### src/rtl/mac_pkg.sv
// Shared definitions for the multiplier / MAC datapath: default widths,
// FSM state encoding and the counter-width helper.
package mac_pkg;

    localparam int PROD_W_DEF    = 8;
    localparam int ACC_W_DEF     = 16;
    localparam int MAX_TERMS_DEF = 16;

    localparam logic [1:0] ST_IDLE  = 2'b00;
    localparam logic [1:0] ST_ACCUM = 2'b01;
    localparam logic [1:0] ST_DONE  = 2'b10;

    // Bits needed to hold every value 0..max_terms inclusive.
    function automatic int cnt_width(input int max_terms);
        return $clog2(max_terms + 1);
    endfunction

endpackage

### src/rtl/product_accumulator_term_counter.sv
// Term counter for the accumulator: loads a limit and clears the count,
// increments on enable, and flags when the current term is the last one.
module term_counter #(
    parameter int CNT_W = 5
) (
    input  logic             clk,
    input  logic             rst,
    input  logic             i_load,
    input  logic [CNT_W-1:0] i_limit,
    input  logic             i_en,
    output logic             o_last
);

    logic [CNT_W-1:0] r_count;
    logic [CNT_W-1:0] r_limit;
    logic [CNT_W-1:0] w_count_inc;

    assign w_count_inc = r_count + CNT_W'(1);
    // Compare count+1 against the limit so the flag is valid during the final transfer.
    assign o_last      = (w_count_inc == r_limit);

    always_ff @(posedge clk or posedge rst) begin
        if (rst) begin
            r_count <= '0;
            r_limit <= '0;
        end else if (i_load) begin
            r_count <= '0;
            r_limit <= i_limit;
        end else if (i_en) begin
            r_count <= w_count_inc;
        end
    end

endmodule

### src/rtl/product_accumulator.sv
// MAC back end: sums a run of unsigned products accepted over valid/ready and
// presents the total on a valid/ready result port with a sticky overflow flag.
module product_accumulator
    import mac_pkg::*;
#(
    parameter int PROD_W    = PROD_W_DEF,
    parameter int ACC_W     = ACC_W_DEF,
    parameter int MAX_TERMS = MAX_TERMS_DEF,
    parameter int CNT_W     = cnt_width(MAX_TERMS_DEF)
) (
    input  logic              clk,
    input  logic              rst,
    input  logic              i_start,
    input  logic [CNT_W-1:0]  i_num_terms,
    input  logic              i_in_valid,
    output logic              o_in_ready,
    input  logic [PROD_W-1:0] i_product,
    output logic [ACC_W-1:0]  o_acc_out,
    output logic              o_out_valid,
    input  logic              i_out_ready,
    output logic              o_busy,
    output logic              o_overflow
);

    localparam logic [CNT_W-1:0] LP_MAX_TERMS = CNT_W'(MAX_TERMS);

    logic [1:0]       r_state;
    logic [ACC_W-1:0] r_acc;
    logic             r_ovf;

    logic             w_arm;
    logic             w_xfer;
    logic             w_last;
    logic [CNT_W-1:0] w_limit;
    logic [ACC_W:0]   w_sum;

    assign w_arm   = (r_state == ST_IDLE) && i_start;
    assign w_xfer  = (r_state == ST_ACCUM) && i_in_valid;
    assign w_limit = (i_num_terms > LP_MAX_TERMS) ? LP_MAX_TERMS : i_num_terms;
    // One extra bit captures the carry out of the accumulator for the overflow flag.
    assign w_sum   = {1'b0, r_acc} + (ACC_W + 1)'(i_product);

    term_counter #(
        .CNT_W (CNT_W)
    ) u_term_counter (
        .clk     (clk),
        .rst     (rst),
        .i_load  (w_arm),
        .i_limit (w_limit),
        .i_en    (w_xfer),
        .o_last  (w_last)
    );

    always_ff @(posedge clk or posedge rst) begin
        if (rst) begin
            r_state <= ST_IDLE;
            r_acc   <= '0;
            r_ovf   <= 1'b0;
        end else begin
            case (r_state)
                ST_IDLE: begin
                    if (i_start) begin
                        r_acc   <= '0;
                        r_ovf   <= 1'b0;
                        r_state <= (w_limit == '0) ? ST_DONE : ST_ACCUM;
                    end
                end
                ST_ACCUM: begin
                    if (w_xfer) begin
                        r_acc <= w_sum[ACC_W-1:0];
                        r_ovf <= r_ovf | w_sum[ACC_W];
                        if (w_last) begin
                            r_state <= ST_DONE;
                        end
                    end
                end
                ST_DONE: begin
                    if (i_out_ready) begin
                        r_state <= ST_IDLE;
                    end
                end
                default: r_state <= ST_IDLE;
            endcase
        end
    end

    assign o_in_ready  = (r_state == ST_ACCUM);
    assign o_out_valid = (r_state == ST_DONE);
    assign o_busy      = (r_state == ST_ACCUM) || (r_state == ST_DONE);
    assign o_acc_out   = r_acc;
    assign o_overflow  = r_ovf;

endmodule
### config.mk
export PLATFORM = sky130hd
export DESIGN_NAME = product_accumulator
export DESIGN_NICKNAME = d
export VERILOG_FILES = /design/src/rtl/mac_pkg.sv /design/src/rtl/product_accumulator_term_counter.sv /design/src/rtl/product_accumulator.sv
export SDC_FILE = /design/constraint.sdc
export NUM_CORES = 1
export LEC_CHECK = 0
export BUFFER_PORTS_ARGS = -buffer_cell sky130_fd_sc_hd__buf_4
export CAP_MARGIN = 25
export CORE_AREA = 2 2 60 62
export CTS_CLUSTER_DIAMETER = 200
export DETAILED_ROUTE_END_ITERATION = 16
export DIE_AREA = 0 0 62 64
export PLACE_DENSITY = 0.89
export REMOVE_ABC_BUFFERS = 1
export SYNTH_ARGS = -nofsm -noshare
export SYNTH_HDL_FRONTEND = slang
export SYNTH_SLANG_ARGS = --single-unit
### constraint.sdc
create_clock -name clk -period 4.4 [get_ports clk]
set_input_delay 0.88 -clock clk [delete_from_list [all_inputs] [get_ports clk]]
set_output_delay 0.88 -clock clk [all_outputs]
set_load 0.05 [all_outputs]
==> results.md <==
* Grt met2 use at 0.3867
* Routed length per instance at 13.87 um
* Top Usage Layer GRT: met2
* Required time of the critical path at 4660 ps
* Most common flop cell mapped by yosys: dfrtp_1
* # IOs at 38
* CP max stage delay at 510 ps
* Crit-path slowest cell: or4_1
* Core Util, Final at 0.6830
* Final routed DRC violation total at 0
* Drt first pass iters at 4
* Max Fclk at 0.4015 GHz
* Post-CTS Hold Fix Bufs at 0
* Antenna Nets Post-Route at 0
* Die Y at 64 um
* Maximum VDD drop at 0.5936 mV
* Slew HR at 0.6686
* Initial antenna violation count at 0
* GR Util met3 at 0.04049
* Share of the synthesized area in the top cell type at 0.3885
* Pleak at 1.059 nW
* Routability Congestion at 0.8785
* Clk_lat worst skew at 330 ps
* Top cells by area, synth: dfrtp_1 (39%), ha_1 (8.0%), nand2_1 (5.4%), a21oi_1 (3.5%), nor2_1 (3.0%)
* Min cycle time layout at 2490 ps
* Biggest area consumer among synthesized cells: dfrtp_1
* Count of final setup violators at 0
* Post-synth ARST share at 1.000
* # rows at 21
* Iteration-0 DRC count of the detailed router at 49
* Arrival @ worst endpoint at 2750 ps
* Total GRT Usage at 0.2346
* Drt total wl at 4.077 mm
* Post-DP HPWL at 3.057 mm
* Met1 usage at 0.2960
* Hold Crit Class: flip-flop to flip-flop
* Chip Width at 62 um
* Post-synth EDFFs at 0
* CP Capture Type: flip-flop
* Cell Area, Synth at 0.001868 mm2
* Overflow left after global routing at 0
* Worst-Margin Slew at 494.2 ps
* Core area at 0.003284 mm2
* Total die area at 0.003968 mm2
* Root Driver: clkbuf_4
* Antenna diodes at 0
* Most numerous cell in the Yosys netlist: dfrtp_1
* Skew final at 6.303 ps
* Synth Register Bits at 29
* Hold WS at 494.1 ps
* Final Total Pwr at 1.341 mW
* TritonCTS Buffers at 5
* Setup Fix Bufs, Post-CTS at 0
* CTS sink count at 29
* Count of pins over their slew limit at 0
* TNS Setup at 0 ps
* Cells along the critical path: buf_4 -> ha_1 -> inv_1 -> fa_1 -> nor2b_1 -> o31a_1 -> o31ai_2 -> or4_1 -> a21oi_1
* First-pass GRT wire length at 7.100 mm
* YS warnings at 0
* Drt via density at 5.735
* RSZ-0062 raised after global routing: no
* Most instantiated cells after synthesis: dfrtp_1 (29), nand2_1 (27), nor2_1 (15), a21oi_1 (13), ha_1 (12)
* Starting density of the core at 0.5688
* Max Fanout on Critical Path at 8
* Synthesized netlist cell count at 207
* Vias in the first global route at 1690
* Layout area overhead at 20.09%
* Outcome: finished clean
* Max_cap viols at 0
* Pwr dens at 597.9 mW/mm2
* CP Class: input port to flip-flop
* Nets@finish at 279
* Fill count at 265
* Largest net degree at the start of global routing at 30
* CTS tree: built
* Clock slew at reported path FFs at 90 ps
* Maximum root-to-sink buffer count at 2
* Post-synthesis cell type count at 46
* Final Hold Violating Endpoints at 0
* Syn avg cell area at 9.024 um2
* Detailed-route via count at 1686
* Share of layout cells above drive strength 1 at 0.1935
* CTS resizes at 0
* CTS H-tree depth at 2
* CP startpoint kind: input port
* # port buffers at 37
* Period Utilization, post-route at 0.5660
* Register area share after synthesis at 0.3885
==> layout make-up <==
cell class                 instances  area (um2)  share of cell area
clock buffer                       7       55.05             0.02454
inverter                           7       26.28             0.01171
multi-input combinational        167        1094              0.4875
sequential                        29       725.7              0.3235
tap                               46       57.56             0.02566
timing repair buffer              38       285.3              0.1272
==> cell usage in the layout, fill, tap and decap left out, drive strengths merged, types with 5 or more instances in the layout <==
| cell | count |
|---|---|
| a21oi | 13 |
| buf | 38 |
| clkbuf | 7 |
| dfrtp | 29 |
| ha | 12 |
| inv | 7 |
| nand2 | 27 |
| nand3 | 9 |
| nor2 | 15 |
| nor2b | 6 |
| o21ai | 15 |
| or3 | 7 |
| xnor2 | 5 |
| xor2 | 6 |
==> worst paths after layout <==
check	from	to	slack (ps)	depth (start not counted)
max	i_product[0]	o_acc_out[12]	1910	9
min	u_term_counter.r_limit[3]	u_term_counter.r_limit[3]	490	2
max reg2reg	r_state[1]	o_acc_out[13]	2100	7
min reg2reg	u_term_counter.r_limit[3]	u_term_counter.r_limit[3]	490	2
max in group asynchronous	rst	o_acc_out[12]	3520	3
min in group asynchronous	rst	o_acc_out[0]	610	3
==> per-stage QoR <==
step	setup slack, ps	instances	instance area [um2]
3_5_place_dp	1581	287	2188
2_1_floorplan	1807	203	1846
6_report	1910	294	2243
3_3_place_gp	1650	287	2188
4_1_cts	1926	294	2243
5_1_grt	1841	294	2243
==> layer usage <==
metal  vias up  part of all wire
met2        55              0.49
met5         -                 0
met1       790              0.45
li1        835                 -
met4         0             0.014
met3         6             0.052
==> sequential cells by signal, indices dropped and copies added, names as in the netlist <==
| name | cells |
|---|---|
| u_term_counter.r_count | 5 |
| u_term_counter.r_limit | 5 |
| o_acc_out | 16 |
| o_overflow | 1 |
| r_state | 2 |
==> worst max-delay path, delay by kind of cell <==
kind	cells	cell delay (ps)
buffers and inverters	2	130
AOI/OAI and AO/OA	3	480
adders and majority gates	2	560
and+or+nand+nor	2	690
==> where the power goes <==
| group | total [mW] | internal (mW) | switching, mW | leakage, nW |
|---|---|---|---|---|
| Sequential | 0.394 | 0.336 | 0.0579 | 0.392 |
| Clock | 0.168 | 0.0753 | 0.0922 | 0.0314 |
| Combinational | 0.780 | 0.282 | 0.499 | 0.636 |
==> kinds of logic after synthesis <==
logic type | Yosys count | synth area share
mux | 2 | 0.01072
flops | 29 | 0.3885
buf+inv | 11 | 0.02612
simple gates | 88 | 0.2458
fa+ha+maj | 13 | 0.09109
compound gates | 53 | 0.1862
xor+xnor | 11 | 0.05157
Power figures use the tool's default switching activity.
